$ cat src/rtl/mac_pe_db_if.sv
// Stream bundle between neighbouring processing elements in the MMU array.
// The same bundle carries the west/north inputs into a PE (slave side)
// and the registered east/south outputs out of it (master side).
interface mac_pe_db_if #(
    parameter int DATA_WIDTH = 8,
    parameter int PSUM_WIDTH = 32
);
    logic [DATA_WIDTH-1:0] ifmap;
    logic                  ifmap_valid;
    logic [DATA_WIDTH-1:0] weight;
    logic                  weight_load;
    logic                  weight_swap;
    logic [PSUM_WIDTH-1:0] psum;
    logic                  psum_valid;

    // Producer side: drives the whole bundle.
    modport master (
        output ifmap,
        output ifmap_valid,
        output weight,
        output weight_load,
        output weight_swap,
        output psum,
        output psum_valid
    );

    // Consumer side: samples the whole bundle.
    modport slave (
        input ifmap,
        input ifmap_valid,
        input weight,
        input weight_load,
        input weight_swap,
        input psum,
        input psum_valid
    );
endinterface

$ cat src/rtl/mac_pe_db.sv
// Weight-stationary systolic MAC processing element with a double-buffered
// weight. A new weight shifts down the column into the shadow register while
// the active weight keeps computing; a swap pulse commits shadow to active.
// Supports runtime signed/unsigned operands, valid-qualified ifmap and psum
// streams with bubble passthrough, optional saturation and a sticky overflow
// flag. Every output is registered, giving one cycle per hop in the array.
// PSUM_WIDTH must be at least 2*DATA_WIDTH+1 so a full product always fits.
module mac_pe_db #(
    parameter int DATA_WIDTH = 8,
    parameter int PSUM_WIDTH = 32,
    parameter bit SAT_EN     = 1'b1
) (
    input  logic         clk,
    input  logic         rst,
    input  logic         signed_i,
    input  logic         clear_i,
    mac_pe_db_if.slave   upstream,
    mac_pe_db_if.master  downstream,
    output logic         ovf_o
);

    localparam int PROD_WIDTH = 2 * DATA_WIDTH;
    // Two guard bits above the psum width: enough to hold any signed or
    // unsigned sum of a product and a psum without losing its true value.
    localparam int EXT_WIDTH  = PSUM_WIDTH + 2;
    localparam int TOP_WIDTH  = EXT_WIDTH - PSUM_WIDTH + 1;

    // ------------------------------------------------------------------
    // State
    // ------------------------------------------------------------------
    logic [DATA_WIDTH-1:0] shadow_q;
    logic [DATA_WIDTH-1:0] active_q;
    logic [DATA_WIDTH-1:0] ifmap_q;
    logic                  ifmap_valid_q;
    logic                  weight_load_q;
    logic                  weight_swap_q;
    logic [PSUM_WIDTH-1:0] psum_q;
    logic                  psum_valid_q;
    logic                  ovf_q;

    // ------------------------------------------------------------------
    // Datapath signals
    // ------------------------------------------------------------------
    logic [PROD_WIDTH-1:0] op_ifmap;
    logic [PROD_WIDTH-1:0] op_weight;
    logic [PROD_WIDTH-1:0] product;
    logic [EXT_WIDTH-1:0]  product_ext;
    logic [EXT_WIDTH-1:0]  psum_ext;
    logic [EXT_WIDTH-1:0]  sum;
    logic [TOP_WIDTH-1:0]  sum_top;
    logic                  overflow;
    logic [PSUM_WIDTH-1:0] sat_value;
    logic [PSUM_WIDTH-1:0] fit_value;

    // Multiply, extend, add and range-fit the accumulate result.
    // NOTE: every signal assigned here gets a value on every path (defaults
    // first), otherwise synthesis would infer a latch to hold the old value.
    always_comb begin
        op_ifmap    = '0;
        op_weight   = '0;
        product     = '0;
        product_ext = '0;
        psum_ext    = '0;
        sum         = '0;
        sum_top     = '0;
        overflow    = 1'b0;
        sat_value   = '0;
        fit_value   = '0;

        // Operands are widened to the product width first so a single
        // multiplier serves both modes: the low 2*DATA_WIDTH bits of a
        // product of sign-extended operands are the signed product.
        op_ifmap  = {{DATA_WIDTH{signed_i & upstream.ifmap[DATA_WIDTH-1]}},
                     upstream.ifmap};
        op_weight = {{DATA_WIDTH{signed_i & active_q[DATA_WIDTH-1]}},
                     active_q};
        product   = op_ifmap * op_weight;

        product_ext = {{(EXT_WIDTH-PROD_WIDTH){signed_i & product[PROD_WIDTH-1]}},
                       product};
        if (upstream.psum_valid) begin
            psum_ext = {{(EXT_WIDTH-PSUM_WIDTH){signed_i & upstream.psum[PSUM_WIDTH-1]}},
                        upstream.psum};
        end
        sum = product_ext + psum_ext;

        // Signed results fit when the bits from the psum sign bit upward
        // all agree; unsigned results fit when nothing lands above the psum.
        sum_top = sum[EXT_WIDTH-1:PSUM_WIDTH-1];
        if (signed_i) begin
            overflow = (sum_top != '0) && (sum_top != '1);
        end else begin
            overflow = |sum[EXT_WIDTH-1:PSUM_WIDTH];
        end

        // Unsigned sums are never negative, so the only unsigned bound to
        // clamp to is the top one.
        if (signed_i) begin
            sat_value = sum[EXT_WIDTH-1] ? {1'b1, {(PSUM_WIDTH-1){1'b0}}}
                                         : {1'b0, {(PSUM_WIDTH-1){1'b1}}};
        end else begin
            sat_value = '1;
        end

        if (overflow && SAT_EN) begin
            fit_value = sat_value;
        end else begin
            fit_value = sum[PSUM_WIDTH-1:0];
        end
    end

    // Forward ifmap and the weight-chain controls one hop, every cycle.
    // NOTE: sequential state uses non-blocking assignments so all registers
    // sample their pre-edge inputs, regardless of statement order.
    always_ff @(posedge clk) begin
        if (rst) begin
            ifmap_q       <= '0;
            ifmap_valid_q <= 1'b0;
            weight_load_q <= 1'b0;
            weight_swap_q <= 1'b0;
        end else begin
            ifmap_q       <= upstream.ifmap;
            ifmap_valid_q <= upstream.ifmap_valid;
            weight_load_q <= upstream.weight_load;
            weight_swap_q <= upstream.weight_swap;
        end
    end

    // Shadow weight shifts in on load; active weight takes the pre-edge
    // shadow on swap, so a simultaneous load and swap moves the old shadow.
    // NOTE: the weights are plain registers, not a storage array, so they are
    // reset like any other state and a reset leaves no stale tile behind.
    always_ff @(posedge clk) begin
        if (rst) begin
            shadow_q <= '0;
            active_q <= '0;
        end else begin
            if (upstream.weight_load) begin
                shadow_q <= upstream.weight;
            end
            if (upstream.weight_swap) begin
                active_q <= shadow_q;
            end
        end
    end

    // Accumulate on a valid ifmap, pass psum through on a bubble, else idle.
    always_ff @(posedge clk) begin
        if (rst) begin
            psum_q       <= '0;
            psum_valid_q <= 1'b0;
        end else if (upstream.ifmap_valid) begin
            psum_q       <= fit_value;
            psum_valid_q <= 1'b1;
        end else if (upstream.psum_valid) begin
            psum_q       <= upstream.psum;
            psum_valid_q <= 1'b1;
        end else begin
            psum_valid_q <= 1'b0;
        end
    end

    // Sticky overflow flag; a fresh overflow beats a simultaneous clear.
    always_ff @(posedge clk) begin
        if (rst) begin
            ovf_q <= 1'b0;
        end else if (upstream.ifmap_valid && overflow) begin
            ovf_q <= 1'b1;
        end else if (clear_i) begin
            ovf_q <= 1'b0;
        end
    end

    // ------------------------------------------------------------------
    // Outputs: all straight from registers.
    // ------------------------------------------------------------------
    assign downstream.ifmap       = ifmap_q;
    assign downstream.ifmap_valid = ifmap_valid_q;
    assign downstream.weight      = shadow_q;
    assign downstream.weight_load = weight_load_q;
    assign downstream.weight_swap = weight_swap_q;
    assign downstream.psum        = psum_q;
    assign downstream.psum_valid  = psum_valid_q;
    assign ovf_o                  = ovf_q;

endmodule

$ cat src/flat_wrapper.sv
// flat-port wrapper written by rule: the top's interface ports become plain ports
module mac_pe_db_flat 
#(
    parameter int DATA_WIDTH = 8,
    parameter int PSUM_WIDTH = 32,
    parameter bit SAT_EN     = 1'b1
)
  (clk, rst, signed_i, clear_i, ovf_o, upstream_ifmap, upstream_ifmap_valid, upstream_weight, upstream_weight_load, upstream_weight_swap, upstream_psum, upstream_psum_valid, downstream_ifmap, downstream_ifmap_valid, downstream_weight, downstream_weight_load, downstream_weight_swap, downstream_psum, downstream_psum_valid);
  mac_pe_db_if #(.DATA_WIDTH(DATA_WIDTH), .PSUM_WIDTH(PSUM_WIDTH)) upstream_i ();
  mac_pe_db_if #(.DATA_WIDTH(DATA_WIDTH), .PSUM_WIDTH(PSUM_WIDTH)) downstream_i ();
  input  logic clk;
  input  logic rst;
  input  logic signed_i;
  input  logic clear_i;
  output logic ovf_o;
  input wire logic [$bits(upstream_i.ifmap)-1:0] upstream_ifmap;
  input wire logic [$bits(upstream_i.ifmap_valid)-1:0] upstream_ifmap_valid;
  input wire logic [$bits(upstream_i.weight)-1:0] upstream_weight;
  input wire logic [$bits(upstream_i.weight_load)-1:0] upstream_weight_load;
  input wire logic [$bits(upstream_i.weight_swap)-1:0] upstream_weight_swap;
  input wire logic [$bits(upstream_i.psum)-1:0] upstream_psum;
  input wire logic [$bits(upstream_i.psum_valid)-1:0] upstream_psum_valid;
  output wire logic [$bits(downstream_i.ifmap)-1:0] downstream_ifmap;
  output wire logic [$bits(downstream_i.ifmap_valid)-1:0] downstream_ifmap_valid;
  output wire logic [$bits(downstream_i.weight)-1:0] downstream_weight;
  output wire logic [$bits(downstream_i.weight_load)-1:0] downstream_weight_load;
  output wire logic [$bits(downstream_i.weight_swap)-1:0] downstream_weight_swap;
  output wire logic [$bits(downstream_i.psum)-1:0] downstream_psum;
  output wire logic [$bits(downstream_i.psum_valid)-1:0] downstream_psum_valid;
  assign upstream_i.ifmap = upstream_ifmap;
  assign upstream_i.ifmap_valid = upstream_ifmap_valid;
  assign upstream_i.weight = upstream_weight;
  assign upstream_i.weight_load = upstream_weight_load;
  assign upstream_i.weight_swap = upstream_weight_swap;
  assign upstream_i.psum = upstream_psum;
  assign upstream_i.psum_valid = upstream_psum_valid;
  assign downstream_ifmap = downstream_i.ifmap;
  assign downstream_ifmap_valid = downstream_i.ifmap_valid;
  assign downstream_weight = downstream_i.weight;
  assign downstream_weight_load = downstream_i.weight_load;
  assign downstream_weight_swap = downstream_i.weight_swap;
  assign downstream_psum = downstream_i.psum;
  assign downstream_psum_valid = downstream_i.psum_valid;
  mac_pe_db #(.DATA_WIDTH(DATA_WIDTH), .PSUM_WIDTH(PSUM_WIDTH), .SAT_EN(SAT_EN)) u_core (.clk(clk), .rst(rst), .signed_i(signed_i), .clear_i(clear_i), .upstream(upstream_i), .downstream(downstream_i), .ovf_o(ovf_o));
endmodule
$ cat config.mk
export PLATFORM = sky130hd
export DESIGN_NAME = mac_pe_db_flat
export DESIGN_NICKNAME = d
export VERILOG_FILES = /design/src/rtl/mac_pe_db_if.sv /design/src/rtl/mac_pe_db.sv /design/src/flat_wrapper.sv
export SDC_FILE = /design/constraint.sdc
export NUM_CORES = 1
export LEC_CHECK = 0
export BUFFER_PORTS_ARGS = -buffer_cell sky130_fd_sc_hd__buf_2
export CAP_MARGIN = 20
export CORE_UTILIZATION = 56
export CTS_CLUSTER_DIAMETER = 200
export DETAILED_ROUTE_END_ITERATION = 10
export PLACE_DENSITY = 0.8
export SYNTH_ARGS = -nofsm -noshare
export SYNTH_HDL_FRONTEND = slang
export SYNTH_SLANG_ARGS = --single-unit
$ cat constraint.sdc
create_clock -name clk -period 12.75 [get_ports clk]
set_input_delay 2.55 -clock clk [delete_from_list [all_inputs] [get_ports clk]]
set_output_delay 2.55 -clock clk [all_outputs]
set_load 0.01 [all_outputs]
* Yosys cells after proc, flatten, opt, wreduce, memory -nomap -nowiden *
Cells that the tools add are included.

operators by class
  add/subtract/negate cells = 1
  $mul = 1
  equality and inequality tests = 1
  mux-type cells = 11
  bitwise logic cells = 4
  reductions and logical operators = 6

operators by type and width
  operator                                       count
  32-bit two-way mux                             5
  34-bit adder                                   1
  34-bit two-way mux                             1
  9-bit by 9-bit multiplier with 16-bit output   1
  1-bit two-way mux                              5
  1-bit bitwise AND                              4
  2-bit nonzero test                             2
  3-bit inequality test (second input constant)  1
  3-bit nonzero test                             1
  1-bit logical AND                              2
  2-bit OR reduction                             1

word-level totals
  register bits = 61
  bits of input ports = 56
  output and inout port bits = 53
  logic and storage cells = 33

* Logic depth before layout (Yosys ltp) *
  word-level depth = 9
  mapped depth = 35
  mapped depth without buffers = 33

* Least setup slack after synthesis *
No wires, ideal clock.

  path type = input to register
  start = input signed_i
  end = register u_core.psum_q[29] (netlist: u_core.downstream.psum[29])
  setup time = 137 ps
  arrival time = 10236 ps
  required time = 12613 ps
  setup slack = 2377 ps
  stages on the path = 34
  buffers on the path = 4
  cell sequence = buf_2 nand2_1 or2_2 fa_1 fa_1 inv_1 fa_1 fa_1 inv_1 fa_1 inv_1 ha_1 o21a_1 o31a_1 o21ai_0 and3_1 buf_6 nor2_8 nand2_4 clkinv_4 buf_2 ha_1 nand2_1 o311ai_0 a21oi_1 a211oi_2 a21oi_2 o32a_1 xnor3_2 and3_2 or2_1 buf_4 o31ai_2 a221oi_2

between the ends
  cells in the longest elaborated chain, start to end = 9

RTL lines
  item                                                                line                              RTL
  start: declaration                                                  flat_wrapper.sv:13                input logic signed_i;
  1-bit bitwise AND, on equally long branches                         mac_pe_db.sv:73, mac_pe_db.sv:75
  9-bit by 9-bit multiplier with 16-bit output                        mac_pe_db.sv:77                   product = op_ifmap * op_weight;
  1-bit bitwise AND                                                   mac_pe_db.sv:79                   product_ext = {{(EXT_WIDTH-PROD_WIDTH){signed_i & product[PROD_WIDTH-1]}},
  34-bit adder                                                        mac_pe_db.sv:85                   sum = product_ext + psum_ext;
  3-bit inequality test / 3-bit nonzero test (equally long branches)  mac_pe_db.sv:91                   overflow = (sum_top != '0) && (sum_top != '1);
  1-bit logical AND                                                   mac_pe_db.sv:91
  1-bit two-way mux                                                   mac_pe_db.sv:90                   if (signed_i) begin
  32-bit two-way mux *                                                mac_pe_db.sv:105                  if (overflow && SAT_EN) begin
  32-bit two-way mux *                                                mac_pe_db.sv:152                  end else if (upstream.ifmap_valid) begin
  end signal: assignment                                              mac_pe_db.sv:153                  psum_q <= fit_value;
  end signal: assignment                                              mac_pe_db.sv:156                  psum_q <= upstream.psum;
  end: declaration                                                    mac_pe_db.sv:37                   logic [PSUM_WIDTH-1:0] psum_q;

Every way passes the cells marked *; elsewhere a longest branch is shown, timed or not.
A chain may end at the register's enable or synchronous reset.

* Worst setup path in the final report *
  start = input signed_i
  end = register u_core.psum_q[15] (netlist: u_core.downstream.psum[15])

Same word-level chain as after synthesis.

==> metrics.md <==
| Metric | Value |
|---|---|
| Status | `finished clean` |
| Vias in the first global route | `6,278` |
| CP peak stage delay | `710 ps` |
| Setup slack, reg-to-reg | `3510 ps` |
| DRC viols | `0` |
| Max Fclk | `0.0897 GHz` |
| Chip width | `116 µm` |
| Antenna Nets Post-Route | `0` |
| Area grow syn2layout | `12.2%` |
| CTS clk-pin slew, worst paths | `60 ps` |
| Seq/Total Area, Yosys | `16.8%` |
| Worst hold start | `u_core.downstream.weight[4]$_SDFFE_PP0P_` |
| Max VDD drop | `83.5 µV` |
| Met1 usage | `39.1%` |
| Synth Register Bits | `61` |
| Slew @ Worst Pin | `883 ps` |
| Root buffer cell | `clkbuf_16` |
| H-tree depth | `3` |
| Buffers on Ports | `108` |
| Clock Skew | `between 10 and 15 ps` |
| Largest net degree at the start of global routing | `49` |
| Top cell type's share of synthesized area | `17.6%` |
| Most used cell, CP | `fa_1` |
| Synth unique cells | `73` |
| Met2 Usage GRT | `48.2%` |
| Adder-cell share of the synthesized area | `27.9%` |
| Synth Area in Compound Gates | `about a fifth` |
| Post-Synth Simple-Gate Area | `17.7%` |
| Detailed Place HPWL | `about 14,000 µm` |
| Power, Total | `~700 µW` |
| Mapped cell area | `7270 µm²` |
| Nets | `1,131` |
| Post-synth EDFFs | `0` |
| Via density | `5.80` |
| DR WL/cell | `16.4 µm` |
| Arrival @ worst endpoint | `around 11,000 ps` |
| Syn Inst Count | `874` |
| Period utilisation layout | `87.5%` |
| GRT Resource Usage Total | `29.3%` |
| Multi-input logic area | `5470 µm²` |
| Endpoints failing setup | `0` |
| DRT Pass-1 Iters | `5` |
| CTS Buf Count | `9` |
| Setup tns final | `0 ps` |
| R2R cell count | `30` |
| Std-Cell Core Area | `12,600 µm²` |
| Max_slew headroom | `roughly 41%` |
| Post-CTS sizing | `0` |
| CP Launch Type | `input port` |
| Detailed Route WL | `18,500 µm` |
| WHS | `519 ps` |
| Worst R2R Start | `u_core.active_q[7]$_SDFFE_PP0P_` |
| Effective utilization at floorplan | `57.6%` |
| CTS Hold Buffers Added | `0` |
| Hold Path End | `u_core.active_q[4]$_SDFFE_PP0P_` |
| CTS tree | `built` |
| Clock Sinks | `61` |
| Critical Path RT | `around 13,000 ps` |
| Rows | `41` |
| First-pass GRT wire length | `just over 30,000 µm` |
| Leakage | `roughly 4.2 nW` |
| Syn nets | `1,052` |
| Slowest-stage cell, CP | `o21ai_2` |
| Die height | `116 µm` |
| HP Class | `reg -> reg` |
| Ant diodes | `0` |
| Critical Path Start | `signed_i` |
| Seq. cell area | `1220 µm²` |
| Initial antenna violation count | `0` |
| Die ar. | `13,400 µm²` |
| Fin crit period | `11,150 ps` |
| Ys Warns | `0` |
| Unrepaired setup endpoints after global routing | `false` |
| Syn_area_per_cell | `8.32 µm²` |
| Largest family of logic cells by synthesized area | `adder cells` |
| Setup crit end kind | `flip-flop` |
| Top_reg_cell synth | `dfxtp_1` |
| Longest Clk Path Bufs | `2` |
| Hold Path Depth | `2` |
| Most common library cells after synthesis | `103 x inv_1, 84 x nand2_1, 70 x a21oi_1, 64 x fa_1, 61 x dfxtp_1` |
| Most used routing layer | `met2` |
| Gpl congestion | `~0.94` |
| Via Count | `6,555` |
| IO Pins | `109` |
| Clk_lat worst skew | `~350 ps` |
| Setup bufs post-CTS | `0` |
| GR Util met3 | `4.81%` |
| Reg-to-reg endpoint | `u_core.downstream.psum[15]$_SDFFE_PP0P_` |
| Worst-path fanout max | `27` |
| Xor/xnor share of the synthesized area | `5.94%` |
| Cell with the most instances after synthesis | `inv_1` |
| Max-Cap Viols | `0` |
| Fillers | `1,120` |
| Fin. Hold Viols | `0` |
| Final Slew Violations | `0` |
| Post-synth top area cell | `fa_1` |
| Mux cell area share after synthesis | `2.75%` |
| Pwr dens | `86.5 nW/µm²` |
| Grt ovf | `0` |
| Starting DRT DRC Count | `497` |
| Asr flop ratio synth | `0%` |
| Synth area leaders | `fa_1 18%, dfxtp_1 17%, ha_1 10%` |
| Share of cells above drive strength 1 | `between 10% and 20%` |
| Critical path type | `in -> reg` |
==> final cells by class <==
| class | count | area share (%) |
|---|---|---|
| clock buffers | 12 | 3.02 |
| clock inverters | 4 | 0.583 |
| inverters | 104 | 4.85 |
| multi-input cells | 667 | 67.1 |
| flip-flops and latches | 61 | 15.0 |
| well taps | 172 | 2.64 |
| repair buffers | 110 | 6.81 |
==> worst max-delay path: cells and delay by family <==
kind                       cells  cell delay [ps]
AOI/OAI and AO/OA             12             3040
xor gates and xnor gates       1              280
adders and majority gates      7             3360
buffers and inverters          5              670
and+or+nand+nor                6             1460
==> per-layer routing <==
layer  up-vias  part of all wire, %
met5         -                    0
met4         0                  2.5
met3        41                  6.4
met2       254                   47
met1      3171                   44
li1       3089                    -
==> metrics by stage <==
stage	instances	worst slack (ps)	cell area (µm²)	utilization (%)
2_1_floorplan	874	2380	7270	-
3_3_place_gp	1114	1610	7860	62.3
4_1_cts	1130	1690	8150	64.6
5_1_grt	1130	1120	8150	64.6
6_report	1130	1600	8150	64.6
3_5_place_dp	1114	1340	7860	62.3
==> cells by family after synthesis <==
logic type                 after synthesis
adders and majority gates              124
buffers and inverters                  146
AOI/OAI and AO/OA                      217
DFF                                     61
xor gates and xnor gates                46
muxes                                   20
and+or+nand+nor                        260
==> registers in the layout, indices dropped and copies added (netlist names) <==
signal / count
u_core.downstream.weight_load: 1
u_core.downstream.weight_swap: 1
u_core.downstream.psum: 32
u_core.active_q: 8
u_core.downstream.ifmap: 8
u_core.downstream.weight: 8
u_core.downstream.ifmap_valid: 1
u_core.downstream.psum_valid: 1
u_core.ovf_o: 1
==> cells in the final DEF (no fill, tap or decap), types with 3 or more instances in the layout <==
cell	n
or3_1	5
clkbuf_16	9
a21o_1	15
mux2i_1	20
nand3_1	4
and3_1	9
nand2_1	84
o22ai_1	3
nor2_1	58
o31a_1	6
nor2b_1	15
o21ai_0	21
a21boi_0	3
or2_2	3
a21oi_2	10
buf_2	108
xnor2_1	39
inv_1	103
a211oi_1	24
a21oi_1	70
a211oi_2	7
fa_1	64
o311ai_0	5
o211ai_1	5
o21bai_1	8
and2_1	59
dfxtp_1	61
nor4_1	3
xor2_1	5
nand2b_1	5
o21a_1	9
ha_1	58
nor3_1	5
==> worst max path at each step <==
| stage | end | cells past startpoint |
|---|---|---|
| after floorplan | u_core.downstream.psum[29]$_SDFFE_PP0P_ | 34 |
| after global placement | u_core.downstream.psum[29]$_SDFFE_PP0P_ | 31 |
| after detailed placement | u_core.downstream.psum[15]$_SDFFE_PP0P_ | 31 |
| after CTS | u_core.downstream.psum[15]$_SDFFE_PP0P_ | 31 |
| after global routing | u_core.downstream.psum[15]$_SDFFE_PP0P_ | 31 |
| final | u_core.downstream.psum[15]$_SDFFE_PP0P_ | 31 |
==> power breakdown <==
part | total, mW | switching [mW] | internal, mW | leakage [nW]
clock network | 0.251 | 0.0946 | 0.156 | 0.143
registers | 0.220 | 0.0120 | 0.208 | 0.506
logic | 0.235 | 0.140 | 0.0944 | 3.53
Power figures use the tool's default switching activity.
